==> src/rtl/des_ctrl_pkg.sv <==
// Shared definitions for the 3DES control unit command stream:
// mode codes, sequencer states and default block geometry.
package des_ctrl_pkg;

   localparam int unsigned KEY_BYTES_DEF = 24;
   localparam int unsigned BLK_BYTES_DEF = 8;

   // Command codes consumed by the control unit; 7 is reserved and never driven.
   typedef enum logic [2:0] {
      M_IDLE    = 3'd0,
      M_KEY_ENC = 3'd1,
      M_KEY_DEC = 3'd2,
      M_DAT_ENC = 3'd3,
      M_DAT_DEC = 3'd4,
      M_CLEAR   = 3'd5,
      M_UNLOAD  = 3'd6
   } mode_t;

   typedef enum logic [2:0] {
      IDLE,
      CLEAR,
      KEY,
      DATA,
      WAIT,
      UNLOAD,
      CLEAR_ABORT
   } state_t;

endpackage

==> src/rtl/des_cmd_seq_if.sv <==
// Host-side byte handshake and job-request signals of the command sequencer.
interface des_cmd_seq_if;

   logic start;
   logic rekey;
   logic decrypt;
   logic in_valid;
   logic in_ready;
   logic core_done;
   logic out_valid;
   logic out_ready;

   modport master (
      output start, rekey, decrypt, in_valid, core_done, out_ready,
      input  in_ready, out_valid
   );

   modport slave (
      input  start, rekey, decrypt, in_valid, core_done, out_ready,
      output in_ready, out_valid
   );

endinterface

==> src/rtl/des_cmd_seq.sv <==
// Job sequencer: turns host byte handshakes into clear/key/data/unload
// commands for the 3DES control unit, with a bounded wait for the core.
module des_cmd_seq
   import des_ctrl_pkg::*;
#(
   parameter int unsigned KEY_BYTES = KEY_BYTES_DEF,
   parameter int unsigned BLK_BYTES = BLK_BYTES_DEF,
   parameter int unsigned TIMEOUT   = 1023,
   localparam int unsigned CNT_W    = $clog2(KEY_BYTES + 1)
) (
   input  logic             clk,
   input  logic             rst,
   des_cmd_seq_if.slave     host,
   output logic [2:0]       mode,
   output logic             busy,
   output logic             err_timeout,
   output logic [CNT_W-1:0] byte_cnt
);

   localparam int unsigned WAIT_W = $clog2(TIMEOUT + 1);

   state_t            state, state_n;
   logic [CNT_W-1:0]  cnt_n;
   logic [WAIT_W-1:0] wait_cnt, wait_n;
   logic              dec_q, dec_n;
   logic              keys_loaded, keys_n;
   logic              err_n;
   mode_t             mode_c;
   logic              in_ready_c;
   logic              out_valid_c;

   // State and counter registers; reset abandons any job without a clear.
   always_ff @(posedge clk) begin
      if (rst) begin
         state       <= IDLE;
         byte_cnt    <= '0;
         wait_cnt    <= '0;
         dec_q       <= 1'b0;
         keys_loaded <= 1'b0;
         err_timeout <= 1'b0;
      end else begin
         state       <= state_n;
         byte_cnt    <= cnt_n;
         wait_cnt    <= wait_n;
         dec_q       <= dec_n;
         keys_loaded <= keys_n;
         err_timeout <= err_n;
      end
   end

   // Next state, counter updates and Mealy command outputs.
   always_comb begin
      state_n     = state;
      cnt_n       = byte_cnt;
      wait_n      = wait_cnt;
      dec_n       = dec_q;
      keys_n      = keys_loaded;
      err_n       = err_timeout;
      mode_c      = M_IDLE;
      in_ready_c  = 1'b0;
      out_valid_c = 1'b0;

      case (state)
         IDLE: begin
            if (host.start) begin
               dec_n   = host.decrypt;
               err_n   = 1'b0;
               cnt_n   = '0;
               state_n = (host.rekey || !keys_loaded) ? CLEAR : DATA;
            end
         end

         CLEAR: begin
            mode_c  = M_CLEAR;
            keys_n  = 1'b0;
            cnt_n   = '0;
            state_n = KEY;
         end

         KEY: begin
            in_ready_c = 1'b1;
            if (host.in_valid) begin
               mode_c = dec_q ? M_KEY_DEC : M_KEY_ENC;
               if (byte_cnt == CNT_W'(KEY_BYTES - 1)) begin
                  keys_n  = 1'b1;
                  cnt_n   = '0;
                  state_n = DATA;
               end else begin
                  cnt_n = byte_cnt + CNT_W'(1);
               end
            end
         end

         DATA: begin
            in_ready_c = 1'b1;
            if (host.in_valid) begin
               mode_c = dec_q ? M_DAT_DEC : M_DAT_ENC;
               if (byte_cnt == CNT_W'(BLK_BYTES - 1)) begin
                  cnt_n   = '0;
                  wait_n  = '0;
                  state_n = WAIT;
               end else begin
                  cnt_n = byte_cnt + CNT_W'(1);
               end
            end
         end

         // Completion wins over an expiring timeout in the same cycle.
         WAIT: begin
            if (host.core_done) begin
               state_n = UNLOAD;
            end else if (wait_cnt == WAIT_W'(TIMEOUT)) begin
               err_n   = 1'b1;
               keys_n  = 1'b0;
               state_n = CLEAR_ABORT;
            end else begin
               wait_n = wait_cnt + WAIT_W'(1);
            end
         end

         UNLOAD: begin
            out_valid_c = 1'b1;
            if (host.out_ready) begin
               mode_c = M_UNLOAD;
               if (byte_cnt == CNT_W'(BLK_BYTES - 1)) begin
                  cnt_n   = '0;
                  state_n = IDLE;
               end else begin
                  cnt_n = byte_cnt + CNT_W'(1);
               end
            end
         end

         CLEAR_ABORT: begin
            mode_c  = M_CLEAR;
            state_n = IDLE;
         end

         default: state_n = IDLE;
      endcase
   end

   assign mode           = mode_c;
   assign host.in_ready  = in_ready_c;
   assign host.out_valid = out_valid_c;
   assign busy           = (state != IDLE);

endmodule

==> src/flat_wrapper.sv <==
// flat-port wrapper written by rule: the top's interface ports become plain ports
module des_cmd_seq_flat import des_ctrl_pkg::*;
#(
   parameter int unsigned KEY_BYTES = KEY_BYTES_DEF,
   parameter int unsigned BLK_BYTES = BLK_BYTES_DEF,
   parameter int unsigned TIMEOUT   = 1023,
   localparam int unsigned CNT_W    = $clog2(KEY_BYTES + 1)
)
  (clk, rst, mode, busy, err_timeout, byte_cnt, host_start, host_rekey, host_decrypt, host_in_valid, host_core_done, host_out_ready, host_in_ready, host_out_valid);
  des_cmd_seq_if host_i ();
  input  logic clk;
  input  logic rst;
  output logic [2:0] mode;
  output logic busy;
  output logic err_timeout;
  output logic [CNT_W-1:0] byte_cnt;
  input wire logic [$bits(host_i.start)-1:0] host_start;
  input wire logic [$bits(host_i.rekey)-1:0] host_rekey;
  input wire logic [$bits(host_i.decrypt)-1:0] host_decrypt;
  input wire logic [$bits(host_i.in_valid)-1:0] host_in_valid;
  input wire logic [$bits(host_i.core_done)-1:0] host_core_done;
  input wire logic [$bits(host_i.out_ready)-1:0] host_out_ready;
  output wire logic [$bits(host_i.in_ready)-1:0] host_in_ready;
  output wire logic [$bits(host_i.out_valid)-1:0] host_out_valid;
  assign host_i.start = host_start;
  assign host_i.rekey = host_rekey;
  assign host_i.decrypt = host_decrypt;
  assign host_i.in_valid = host_in_valid;
  assign host_i.core_done = host_core_done;
  assign host_i.out_ready = host_out_ready;
  assign host_in_ready = host_i.in_ready;
  assign host_out_valid = host_i.out_valid;
  des_cmd_seq #(.KEY_BYTES(KEY_BYTES), .BLK_BYTES(BLK_BYTES), .TIMEOUT(TIMEOUT)) u_core (.clk(clk), .rst(rst), .host(host_i), .mode(mode), .busy(busy), .err_timeout(err_timeout), .byte_cnt(byte_cnt));
endmodule
==> config.mk <==
export PLATFORM = sky130hd
export DESIGN_NAME = des_cmd_seq_flat
export DESIGN_NICKNAME = d
export VERILOG_FILES = /design/src/rtl/des_ctrl_pkg.sv /design/src/rtl/des_cmd_seq_if.sv /design/src/rtl/des_cmd_seq.sv /design/src/flat_wrapper.sv
export SDC_FILE = /design/constraint.sdc
export NUM_CORES = 1
export LEC_CHECK = 0
export ABC_AREA = 0
export BUFFER_PORTS_ARGS = -buffer_cell sky130_fd_sc_hd__buf_4
export CELL_PAD_IN_SITES_DETAIL_PLACEMENT = 1
export CELL_PAD_IN_SITES_GLOBAL_PLACEMENT = 2
export CORE_MARGIN = 2
export CORE_UTILIZATION = 37
export DETAILED_ROUTE_END_ITERATION = 7
export PLACE_DENSITY_LB_ADDON = 0.1
export SLEW_MARGIN = 20
export SYNTH_ARGS = -nofsm -noshare
export SYNTH_HDL_FRONTEND = slang
export SYNTH_SLANG_ARGS = --single-unit
==> constraint.sdc <==
create_clock -name clk -period 4.7 [get_ports clk]
set_clock_uncertainty 0.1 [all_clocks]
set_input_delay 0.94 -clock clk [delete_from_list [all_inputs] [get_ports clk]]
set_output_delay 0.94 -clock clk [all_outputs]
set_load 0.01 [all_outputs]
== Yosys cells after proc, flatten, opt, wreduce, memory -nomap -nowiden ==
Index checks and enable logic that the tools add are counted.

* Bits in registers: 21
* Input port bits: 8
* Output and inout bits: 12
* Word-level logic and storage cells: 84

* Add/subtract/negate cells: 2
* Equality and inequality tests: 20
* Multiplexer cells: 40
* Reduce and logical (&&, ||, !) cells: 16

{| class="wikitable"
|+ Operators with widths
! cell !! number
|-
| two-way mux 10 bit || 4
|-
| two-way mux 3 bit || 13
|-
| two-way mux 5 bit || 6
|-
| case mux 5 bit (5 select lines) || 1
|-
| case mux 10 bit (2 select lines) || 1
|-
| case mux 3 bit (6 select lines) || 1
|-
| AND reduction 5 bit || 3
|-
| inequality test 2 bit (second input constant) || 6
|-
| case mux 3 bit (4 select lines) || 1
|-
| adder 10 x 1 -> 10 bit (second input constant) || 1
|-
| == test 10 bit (second input constant) || 1
|-
| == test 3 bit (second input constant) || 3
|-
| two-way mux 1 bit || 9
|-
| inequality test 2 x 1 -> 1 bit (second input constant) || 4
|-
| AND reduction 8 bit || 1
|-
| == test 3 x 2 -> 1 bit (second input constant) || 2
|-
| nonzero test 3 bit || 2
|-
| adder 5 x 1 -> 5 bit (second input constant) || 1
|-
| == test 5 x 3 -> 1 bit (second input constant) || 1
|-
| == test 5 bit (second input constant) || 1
|-
| nonzero test 5 bit || 1
|-
| two-way mux 2 bit || 2
|-
| AND reduction 4 bit || 1
|-
| nonzero test 2 bit || 2
|-
| other kinds (9) || 10
|}

== Depth between registers and ports, before layout ==
* Depth after elaboration: 5
* Depth in mapped cells: 6

== Worst setup path before layout ==
Ideal clock, no wire load.

* Path kind: input to output
* From: input host_in_valid
* To: output mode[2]
* Data arrival time: 1.328 ns
* Required time: 3.660 ns
* Path slack: 2.332 ns
* Cell stages on the path: 4
* Path buffers: 0
* Cells stage by stage: nand2_1 -> a21oi_1 -> o21ai_0 -> o21ai_0

* Word-level cells in the longest chain between the ends: 2

{| class="wikitable"
|+ RTL lines
! what !! line !! text
|-
| start, declared || flat_wrapper.sv:20 || <nowiki>input wire logic [$bits(host_i.in_valid)-1:0] host_in_valid;</nowiki>
|-
| two-way mux 3 bit || des_cmd_seq.sv:96 || <nowiki>if (host.in_valid) begin</nowiki>
|-
| case mux 3 bit (4 select lines) || des_cmd_seq.sv:63 || <nowiki>case (state)</nowiki>
|-
| end, declared || flat_wrapper.sv:13 || <nowiki>output logic [2:0] mode;</nowiki>
|}

Every way passes these cells.

== Final worst setup path ==
* From: register u_core.state[1]
* To: output mode[1]

* Word-level cells in the longest chain between the ends: 3

{| class="wikitable"
|+ RTL lines
! what !! line !! text
|-
| start, declared || des_cmd_seq.sv:22 || <nowiki>state_t state, state_n;</nowiki>
|-
| start signal, assigned || des_cmd_seq.sv:42 || <nowiki>state <= state_n;</nowiki>
|-
| == test 3 bit or == test 3 x 1 -> 1 bit (tied branches) || des_cmd_seq.sv:63 ||
|-
| OR reduction 2 bit (no source line) || n/a ||
|-
| case mux 3 bit (4 select lines) (*) || des_cmd_seq.sv:63 ||
|}

Every way passes the cells marked *; elsewhere a longest branch is shown, timed or not.

==> impl_metrics.py <==
metrics = {
    "critical_path": {
        "rr_worst_depth": 4,
        "cp_slowest_cell": "dfxtp_1",
        "critPathMaxFanout": 20,
        "worst-setup-path-type": "reg -> out",
        "ff2ff_setup_slack_ps": 2410,
        "cp.arrival_ps": 1910,
        "crit_start": "u_core.state[1]",
        "r2r_start": "u_core.state[1]",
        "worstSetupEndpoint": "mode[1]",
        "critical_path_depth": 5,
        "cp-end-kind": "output port",
        "crit_buf_inv": 2,
        "required_ps": 3660,
        "crit_chain": "nand2b_4 > inv_1 > nand2_1 > o22ai_1 > buf_4",
        "cp-start-kind": "flip-flop",
        "max_stage_delay_ps": 840,
        "r2r-end": "u_core.wait_cnt[9]",
        "crit_family": "flip-flops",
    },
    "run": {
        "cap_violations": 0,
    },
    "sta": {
        "worstMarginPinSlew_ps": 794.7,
        "finalCriticalPeriod_ps": 2945,
        "finalSetupTns_ps": 0,
        "max_slew_margin": 0.4695,
        "rsz0062_at_grt": "no",
        "finalMaxSlewViolations": 0,
        "fin_crit_sh": 0.6267,
        "setup_viol": 0,
        "hold_viol_final": 0,
        "fmax_mhz": 339.5,
    },
    "detailed_routing": {
        "ant_nets": 0,
        "drt_iter0_markers": 80,
        "vias": 1385,
        "drt_first_pass_iters": 4,
        "postRouteWirelength_um": 3998,
        "avgViaCountPerCell": 5.795,
        "drc": 0,
        "route.detailed.wl_per_inst_um": 16.73,
    },
    "layout": {
        "layout_common_cells": "dfxtp_1 (21), a21oi_1 (19), buf_4 (19)",
        "area_growth_pct": 11.03,
        "fin_area_mm2": 0.001650,
        "fin_nets": 200,
        "drive_gt1_frac": 0.1799,
        "final_common_cell": "dfxtp_1",
        "diodes": 0,
    },
    "global_routing": {
        "grt_usage": 0.1926,
        "grt_max_degree": 21,
        "grt_first_pass_wirelength_um": 6748,
        "first_global_vias": 1409,
        "overflow": 0,
        "antenna_found_initial": 0,
    },
    "clock_network": {
        "postCtsSetupRepairBufs": 0,
        "cts.sinks": 21,
        "clk_pin_slew_ps": 80,
        "cts_resized": 0,
        "clkLatencyLatePin_ps": 260,
        "cts_tree": "done",
        "h-tree-depth": 1,
        "cts_buffer_depth": 2,
        "cts_root_buf": "clkbuf_8",
        "hold_buffers": 0,
        "cts_buffers": 3,
    },
    "die": {
        "initial_utilization": 0.3770,
        "boundaryPins": 20,
        "die_w_um": 67.38,
        "core_mm2": 0.003943,
        "chipHeight_um": 67.38,
        "dieArea_mm2": 0.004540,
        "rows": 23,
    },
    "place": {
        "placedInstanceArea_mm2": 0.001605,
        "dp_hpwl_um": 2951,
        "gp_congestion": 0.7644,
        "port_buffers": 19,
    },
    "logic_synthesis": {
        "ys_ff_latch": 21,
        "synth_cells": 175,
        "synth-edff-count": 0,
        "synthArstFlopShare": 0,
        "synth_nets": 185,
        "ys_types": 58,
        "ys_seq_area_frac": 0.2828,
        "synth_warnings": 0,
        "yosys_most_used_dff": "dfxtp_1",
        "synth_area_mm2": 0.001486,
        "syn_avg_cell_area_um2": 8.494,
    },
    "worst_hold_path": {
        "min_from": "u_core.keys_loaded",
        "hp-class": "reg -> reg",
    },
    "power_and_ir_drop": {
        "switching_share": 0.3977,
        "p_per_area_mw_per_mm2": 370.6,
        "p_int_uw": 368.4,
        "seq_power_share": 0.398,
        "power.leakage_uw": 0.0005963,
        "comb_power_share": 0.404,
        "power_frac_clock": 0.198,
        "switchingPower_uw": 243.2,
        "irDropWorstVdd_uv": 193.4,
    },
    "run_status": {
        "run_status": "complete, no violations",
    },
}
power by group through the flow:
stage          clock network [uW]  registers (uW)  logic, uW
2_1_floorplan                   0             203        224
3_3_place_gp                    0             248        247
3_5_place_dp                    0             248        248
4_1_cts                       126             244        249
5_1_grt                       137             250        277
6_report                      121             244        247
through the flow:
stage | instances | utilization | worst slack, ps | total power [uW] | hold WS [ps]
final | 239 | 0.4186 | 1755 | 611.6 | 414.1
after global routing | 239 | 0.4186 | 1596 | 663.6 | 449.8
after CTS | 239 | 0.4186 | 1745 | 619.4 | 421.6
after detailed placement | 235 | 0.4072 | 2000 | 496.3 | 403.8
after global placement | 235 | 0.4072 | 2010 | 495.0 | 384.3
after floorplan | 175 | - | 2332 | 427.3 | 374.5
worst min path at each step:
stage,endpoint,slack [ps],depth (start not counted)
2_1_floorplan,u_core.keys_loaded,370,2
3_3_place_gp,u_core.err_timeout,380,1
3_5_place_dp,u_core.err_timeout,400,1
4_1_cts,u_core.keys_loaded,420,2
5_1_grt,u_core.err_timeout,450,1
6_report,u_core.keys_loaded,410,2
tightest hold or removal path, cell delays in order, from the launching register on:
cell,delay [ps]
dfxtp_1,330
o211ai_1,80
a21oi_1,70
cell type report:
cell class              count  area (um^2)
clock buffers               4        45.04
fillers                   468         2292
inverters                   7        26.28
multi-input cells         138        953.4
flip-flops and latches     21        420.4
well taps                  50        62.56
repair buffers             19        142.6
logic make-up (layout without fill, tap and decap cells):
family | after synthesis | after routing | share of synthesized area
compound gates | 64 | 64 | 0.3064
xor+xnor | 2 | 2 | 0.01179
fa+ha+maj | 2 | 2 | 0.01683
buf+inv | 16 | 30 | 0.07576
flops | 21 | 21 | 0.2828
mux | 3 | 3 | 0.02020
simple gates | 67 | 67 | 0.2862
Yosys cell counts (3+ instances only):
master	instances	share of area
nand2b_1	3	0.013
clkbuf_8	3	0.028
clkbuf_1	3	0.0076
o21a_1	3	0.015
o211ai_1	4	0.020
nor2_1	9	0.023
a31oi_1	3	0.013
dfxtp_1	21	0.28
nand2_1	18	0.045
or3_1	4	0.017
a21oi_1	19	0.064
o21ai_0	6	0.020
inv_1	7	0.018
buf_6	3	0.023
mux2i_1	3	0.020
nand3_1	9	0.030
o21ai_1	3	0.010
metal layers:
metal	track usage	up-vias	share of wire
li1	-	695	-
met1	0.2580	671	0.49
met2	0.3267	17	0.49
met3	0.02500	2	0.023
met4	0.04592	0	0.0053
met5	0	-	0
flip-flops by register name, indices dropped and copies added, names as in the netlist:
| register | count |
|---|---|
| u_core.byte_cnt | 5 |
| u_core.dec_q | 1 |
| u_core.err_timeout | 1 |
| u_core.keys_loaded | 1 |
| u_core.state | 3 |
| u_core.wait_cnt | 10 |
No activity file was read; power rests on OpenSTA's default activity.
